### config.mk
export PLATFORM = sky130hd
export DESIGN_NAME = lsu
export DESIGN_NICKNAME = d
export VERILOG_FILES = /design/src/rtl/lsu.sv
export SDC_FILE = /design/constraint.sdc
export NUM_CORES = 1
export LEC_CHECK = 0
export BUFFER_PORTS_ARGS = -buffer_cell sky130_fd_sc_hd__buf_2
export CAP_MARGIN = 10
export CORE_ASPECT_RATIO = 0.7
export CORE_MARGIN = 2
export CORE_UTILIZATION = 47
export CTS_BUF_LIST = sky130_fd_sc_hd__clkbuf_8
export DETAILED_ROUTE_END_ITERATION = 6
export PLACE_DENSITY_LB_ADDON = 0.1
export SYNTH_ARGS = -nofsm -noshare
export SYNTH_HDL_FRONTEND = slang
export SYNTH_SLANG_ARGS = --single-unit
export TNS_END_PERCENT = 50
### constraint.sdc
create_clock -name clk -period 2.4 [get_ports clk]
set_input_delay 0.72 -clock clk [delete_from_list [all_inputs] [get_ports clk]]
set_output_delay 0.72 -clock clk [all_outputs]
set_load 0.1 [all_outputs]
### src/rtl/lsu.sv
// lsu - load/store unit between the core memory stage and a word-wide data memory.
//
// Accepts one B/H/W access at a time, performs read-modify-write for sub-word
// stores, sign/zero extension for loads, and (optionally) splits word-crossing
// accesses into two word accesses.
//
// Configuration macro: LSU_MISALIGN_EN
//   defined   : misaligned accesses allowed; word-crossing ones use RD1/WR1
//   undefined : misaligned H/HU/W are rejected with resp_err, RD1/WR1 absent
//
// Ports
//   clk, rst                 clock, synchronous active-high reset
//   req_valid / req_ready    request handshake
//   req_we, req_funct3       store flag, access type (B/H/W/BU/HU)
//   req_addr, req_wdata      byte address, right-aligned store data
//   resp_valid               one-cycle completion pulse
//   resp_rdata, resp_err     extended load data (0 for stores/errors), reject flag
//   mem_read, mem_write      word memory strobes (write commits on rising edge)
//   mem_addr, mem_wdata      word-aligned byte address, merged write word
//   mem_rdata                combinational memory read data
//
// state | meaning
// ------+------------------------------------------------
// IDLE  | ready for a request
// RD0   | read the low word
// WR0   | write the (merged) low word
// RD1   | read the high word (low word + 4, wraps)
// WR1   | write the (merged) high word
// RESP  | resp_valid pulse
module lsu #(
  parameter int DMEM_WORDS = 256
) (
  input  logic        clk,
  input  logic        rst,
  input  logic        req_valid,
  output logic        req_ready,
  input  logic        req_we,
  input  logic [2:0]  req_funct3,
  input  logic [31:0] req_addr,
  input  logic [31:0] req_wdata,
  output logic        resp_valid,
  output logic [31:0] resp_rdata,
  output logic        resp_err,
  output logic        mem_read,
  output logic        mem_write,
  output logic [31:0] mem_addr,
  output logic [31:0] mem_wdata,
  input  logic [31:0] mem_rdata
);

  typedef enum logic [2:0] {
    IDLE,
    RD0,
    WR0,
`ifdef LSU_MISALIGN_EN
    RD1,
    WR1,
`endif
    RESP
  } state_t;

  state_t      state_q, state_d;
  logic [31:0] addr_q, addr_d;
  logic [31:0] wdata_q, wdata_d;
  logic [31:0] rdata0_q, rdata0_d;
  logic [2:0]  funct3_q, funct3_d;
  logic        we_q, we_d;
  logic        err_q, err_d;
`ifdef LSU_MISALIGN_EN
  logic [31:0] rdata1_q, rdata1_d;
`endif

  logic        accept;
  logic        bad_f3;
  logic        req_err;
  logic [31:0] lo_addr;
  logic [3:0]  be_base;
  logic [31:0] ld_word;
  logic [31:0] ld_ext;
  logic [31:0] wr_lo;

  assign req_ready = (state_q == IDLE) && !rst;
  assign accept    = req_valid && req_ready;

  // 011, 110, 111 are undefined; BU/HU are load-only.
  assign bad_f3 = (req_funct3 == 3'b011) || (req_funct3[2:1] == 2'b11) ||
                  (req_we && req_funct3[2]);

`ifdef LSU_MISALIGN_EN
  assign req_err = bad_f3;
`else
  logic misalign;
  assign misalign = ((req_funct3[1:0] == 2'b01) && req_addr[0]) ||
                    ((req_funct3[1:0] == 2'b10) && (req_addr[1:0] != 2'b00));
  assign req_err  = bad_f3 || misalign;
`endif

  assign lo_addr = {addr_q[31:2], 2'b00};

  always_comb begin
    case (funct3_q[1:0])
      2'b00:   be_base = 4'b0001;
      2'b01:   be_base = 4'b0011;
      default: be_base = 4'b1111;
    endcase
  end

`ifdef LSU_MISALIGN_EN
  localparam int AW = (DMEM_WORDS > 1) ? $clog2(DMEM_WORDS) : 1;
  localparam logic [AW-1:0] LAST_IDX = AW'(DMEM_WORDS - 1);

  logic [2:0]    size_bytes;
  logic          cross;
  logic [AW-1:0] lo_idx;
  logic [31:0]   hi_addr;
  logic [63:0]   ld_win;
  logic [7:0]    st_be;
  logic [63:0]   st_data;
  logic [31:0]   wr_hi;

  always_comb begin
    case (funct3_q[1:0])
      2'b00:   size_bytes = 3'd1;
      2'b01:   size_bytes = 3'd2;
      default: size_bytes = 3'd4;
    endcase
  end

  // Access spills into the next word when offset + size exceeds 4 bytes.
  assign cross  = ({1'b0, addr_q[1:0]} + size_bytes) > 3'd4;
  assign lo_idx = addr_q[AW+1:2];

  // High word index wraps modulo the memory depth, also for non-power-of-2 depths.
  always_comb begin
    hi_addr = lo_addr;
    hi_addr[AW+1:2] = (lo_idx == LAST_IDX) ? '0 : lo_idx + AW'(1);
  end

  assign ld_win  = {rdata1_q, rdata0_q};
  assign ld_word = ld_win[{addr_q[1:0], 3'b000} +: 32];
  assign st_be   = {4'b0000, be_base} << addr_q[1:0];
  assign st_data = {32'h0, wdata_q} << {addr_q[1:0], 3'b000};

  always_comb begin
    wr_lo = rdata0_q;
    wr_hi = rdata1_q;
    for (int i = 0; i < 4; i++) begin
      if (st_be[i])   wr_lo[8*i +: 8] = st_data[8*i +: 8];
      if (st_be[4+i]) wr_hi[8*i +: 8] = st_data[32+8*i +: 8];
    end
  end
`else
  logic [3:0]  st_be;
  logic [31:0] st_data;

  assign ld_word = rdata0_q >> {addr_q[1:0], 3'b000};
  assign st_be   = be_base << addr_q[1:0];
  assign st_data = wdata_q << {addr_q[1:0], 3'b000};

  always_comb begin
    wr_lo = rdata0_q;
    for (int i = 0; i < 4; i++) begin
      if (st_be[i]) wr_lo[8*i +: 8] = st_data[8*i +: 8];
    end
  end
`endif

  always_comb begin
    case (funct3_q)
      3'b000:  ld_ext = {{24{ld_word[7]}}, ld_word[7:0]};
      3'b001:  ld_ext = {{16{ld_word[15]}}, ld_word[15:0]};
      3'b100:  ld_ext = {24'h0, ld_word[7:0]};
      3'b101:  ld_ext = {16'h0, ld_word[15:0]};
      default: ld_ext = ld_word;
    endcase
  end

  always_comb begin
    state_d  = state_q;
    addr_d   = addr_q;
    wdata_d  = wdata_q;
    funct3_d = funct3_q;
    we_d     = we_q;
    err_d    = err_q;
    rdata0_d = rdata0_q;
`ifdef LSU_MISALIGN_EN
    rdata1_d = rdata1_q;
`endif
    case (state_q)
      IDLE: begin
        if (accept) begin
          addr_d   = req_addr;
          wdata_d  = req_wdata;
          funct3_d = req_funct3;
          we_d     = req_we;
          err_d    = req_err;
          if (req_err)
            state_d = RESP;
          // A full aligned word store needs no merge, so skip the read.
          else if (req_we && (req_funct3[1:0] == 2'b10) && (req_addr[1:0] == 2'b00))
            state_d = WR0;
          else
            state_d = RD0;
        end
      end
      RD0: begin
        rdata0_d = mem_rdata;
        if (we_q)
          state_d = WR0;
`ifdef LSU_MISALIGN_EN
        else if (cross)
          state_d = RD1;
`endif
        else
          state_d = RESP;
      end
      WR0: begin
`ifdef LSU_MISALIGN_EN
        state_d = cross ? RD1 : RESP;
`else
        state_d = RESP;
`endif
      end
`ifdef LSU_MISALIGN_EN
      RD1: begin
        rdata1_d = mem_rdata;
        state_d  = we_q ? WR1 : RESP;
      end
      WR1:     state_d = RESP;
`endif
      RESP:    state_d = IDLE;
      default: state_d = IDLE;
    endcase
  end

  always_ff @(posedge clk) begin
    if (rst) begin
      state_q  <= IDLE;
      addr_q   <= '0;
      wdata_q  <= '0;
      funct3_q <= '0;
      we_q     <= 1'b0;
      err_q    <= 1'b0;
      rdata0_q <= '0;
`ifdef LSU_MISALIGN_EN
      rdata1_q <= '0;
`endif
    end else begin
      state_q  <= state_d;
      addr_q   <= addr_d;
      wdata_q  <= wdata_d;
      funct3_q <= funct3_d;
      we_q     <= we_d;
      err_q    <= err_d;
      rdata0_q <= rdata0_d;
`ifdef LSU_MISALIGN_EN
      rdata1_q <= rdata1_d;
`endif
    end
  end

  always_comb begin
    mem_read  = 1'b0;
    mem_write = 1'b0;
    mem_addr  = '0;
    mem_wdata = '0;
    case (state_q)
      RD0: begin
        mem_read = 1'b1;
        mem_addr = lo_addr;
      end
      WR0: begin
        mem_write = !rst;
        mem_addr  = lo_addr;
        mem_wdata = wr_lo;
      end
`ifdef LSU_MISALIGN_EN
      RD1: begin
        mem_read = 1'b1;
        mem_addr = hi_addr;
      end
      WR1: begin
        mem_write = !rst;
        mem_addr  = hi_addr;
        mem_wdata = wr_hi;
      end
`endif
      default: ;
    endcase
  end

  assign resp_valid = (state_q == RESP);
  assign resp_err   = (state_q == RESP) && err_q;
  assign resp_rdata = ((state_q == RESP) && !err_q && !we_q) ? ld_ext : 32'h0;

endmodule

==> impl_metrics.yaml <==
pwr:
  powerDensity_nw_per_um2: 987
  p_leak_nw: 4.03
  ir_drop_v: 0.00136
cells_and_area:
  nets: 1052
  area_growth_pct: 81.4
  drive_gt1_share_pct: 49.2
  final_cells: 1107
  fin_util_pct: 88.5
clocking:
  clockBufferDepth: 2
  clk_latency_ps: 390
  clock-root-buffer: "clkbuf_8"
  hold_buffers: 0
  clk_pin_slew_ps: 100
  cts_buffers: 9
  cts-htree-levels: 3
  clock_sink_count: 103
  tritoncts: "done"
sta:
  finClkSkew_ps: 6.55
  hold_viol_final: 0
  slew_headroom_pct: 53.2
  fin_crit_sh_pct: 124
  finalSetupViolCount: 95
  tightest_slew_ps: 702
  fin_ws_ps: -584
  maxSlewViolCount: 0
  layout_min_cycle_time_ps: 2980
  max_clock_freq_mhz: 335
  grt_setup_unrepaired: "yes"
place:
  placed_cells: 1054
  routabilityCongestion: 0.892
  portBuffers: 201
  dp_hpwl_um: 15300
routing:
  drt-wirelength-per-cell_um: 22.7
  first_pass_iters: 7
  drtAntennaViolNets: 0
  via_per_inst: 5.97
  drc: 0
  drt_wl_total_um: 25100
  drt_iter0_drc: 719
  num_vias: 6614
synthesis:
  ys_top_cells_by_count: "105 x nand2_1, 103 x dfxtp_1, 83 x o21ai_0, 68 x nand2b_1, 64 x mux2i_1"
  seq_area_frac_synth_pct: 35.6
  synth-main-ff-cell: "dfxtp_1"
  synth_cell_type_count: 42
  yosys.area.top_type: "dfxtp_1"
  synth.area.top_cells: "dfxtp_1 36%, mux2i_1 11%, nand2b_1 7.4%"
  netlist_area_um2: 5780
  postSynth.asyncResetShare_pct: 0
  syn_inst: 709
  synth-edff-count: 0
  yosysMostFrequentCell: "nand2_1"
  syn_area_per_cell_um2: 8.16
  ys_ff_latch: 103
  yosys.area.top_type_share_pct: 35.6
  yosys_warnings: 0
run_status:
  violations: "negative setup slack"
  outcome: "complete, but fails checks"
worst_setup_path:
  r2r_slack_ps: 440
  timing_worst_setup_path_type: "reg2out"
  crit_arrival_ps: 2260
  cp.required_ps: 1680
  end_kind: "output port"
  cp-start-kind: "flop"
  critPathMaxFanout: 16
worst_hold_path:
  hold_class: "reg2reg"
floorplan:
  die_y_um: 96.8
  std_cell_rows: 33
  dieArea_um2: 13200
  initial_core_util_pct: 48.8
  die_x_um: 137
  core_area_um2: 11900
  io_pins: 204
job:
  maxCapViolations: 0
global_routing:
  antenna_found_initial: 1
  grt_overflow: 0
  grt_pass1_wl_um: 33600
  track_usage_pct: 32.6
  grt_max_degree: 83
  grt_pass1_vias: 6378
## layout by cell type (no fill, tap or decap), types with 3 or more instances in the layout
cell type,instances
a211oi_1,13
a211oi_4,8
a21boi_4,8
and2_4,31
buf_12,114
buf_16,3
buf_2,103
buf_4,45
buf_6,13
buf_8,5
clkbuf_8,9
dfxtp_1,98
dfxtp_4,4
ha_4,3
inv_1,3
inv_2,8
mux2i_1,60
mux2i_4,3
mux4_2,8
nand2_1,85
nand2_2,12
nand2_8,6
nand2b_1,67
nor2_1,44
nor2_4,17
nor2b_1,11
nor2b_4,3
o211a_1,3
o211a_4,5
o21ai_0,77
o21ai_4,8
o22ai_2,7
o2bb2ai_4,8
o311a_4,6
## registers in the layout, summed over array words and instances (netlist names)
signal and count:
addr_q 32, rdata0_q 32, state_q 2, we_q 1
wdata_q 32, err_q 1, funct3_q 3
## final timing paths
path                             endpoint                    start  depth (start not counted)
setup / recovery           resp_rdata[22]  state_q[1]$_SDFFE_PP0P_                          6
hold / removal    addr_q[31]$_SDFFE_PP0P_  addr_q[31]$_SDFFE_PP0P_                          2
setup reg to reg  wdata_q[3]$_SDFFE_PP0P_  state_q[1]$_SDFFE_PP0P_                          8
hold reg to reg   addr_q[31]$_SDFFE_PP0P_  addr_q[31]$_SDFFE_PP0P_                          2
## per-stage QoR
stage	TNS (ps)	hold slack [ps]	instance area [um^2]	power, mW	setup slack (ps)
6_report	-29310	480	10500	10.4	-584
5_1_grt	-32780	516	10500	10.6	-612
4_1_cts	-25310	483	10000	9.70	-535
3_5_place_dp	-4440	461	9260	7.90	-261
3_3_place_gp	-2410	454	9260	7.78	-133
2_1_floorplan	-17480	445	6510	6.01	-489
## report_power, final
part | internal (mW) | leakage (nW) | switching, mW
clock | 0.486 | 0.103 | 0.657
combinational | 2.71 | 3.08 | 3.93
sequential | 2.07 | 0.847 | 0.498
total | 5.27 | 4.03 | 5.08
## cells by family (layout without fill, tap and decap cells)
kind of cell | Yosys count | after routing | synth area share (%)
AND/OR/NAND/NOR | 292 | 292 | 24.9
AO/OA/AOI/OAI | 160 | 160 | 17.9
flip-flops | 103 | 103 | 35.6
multiplexers | 74 | 74 | 14.6
buffers and inverters | 73 | 312 | 5.69
adder cells (fa/ha/maj) | 5 | 5 | 1.08
other | 1 | 3 | 0.0648
XOR/XNOR | 1 | 1 | 0.151
## layer usage
metal / global-route usage [%] / up-vias / part of all wire, %
met3: 7.23 / 124 / 11
met2: 50.7 / 477 / 46
met1: 44.2 / 3131 / 38
met5: 0 / - / 0
met4: 12.1 / 0 / 4.9
li1: - / 2882 / -
## repair_timing
action,CTS,global route
setup endpoints to repair,95,95
cloned,4,1
gates resized for setup,88,70
pin swaps,39,34
buffers inserted,12,24
## cell type report
cell class | count | area (um^2)
Sequential cell | 103 | 2080
Multi-Input combinational cell | 534 | 4500
Antenna cell | 1 | 2.50
Tap cell | 157 | 196
Fill cell | 538 | 1360
Clock buffer | 9 | 124
Timing Repair Buffer | 285 | 3470
Clock inverter | 7 | 71.3
Inverter | 11 | 46.3
## critical path, stage by stage, from the launching register on
cell,delay [ps]
dfxtp_4,390
ha_4,130
or3b_4,420
a2111o_2,400
buf_12,220
o21ai_4,110
buf_12,200
Power figures use the tool's default switching activity.
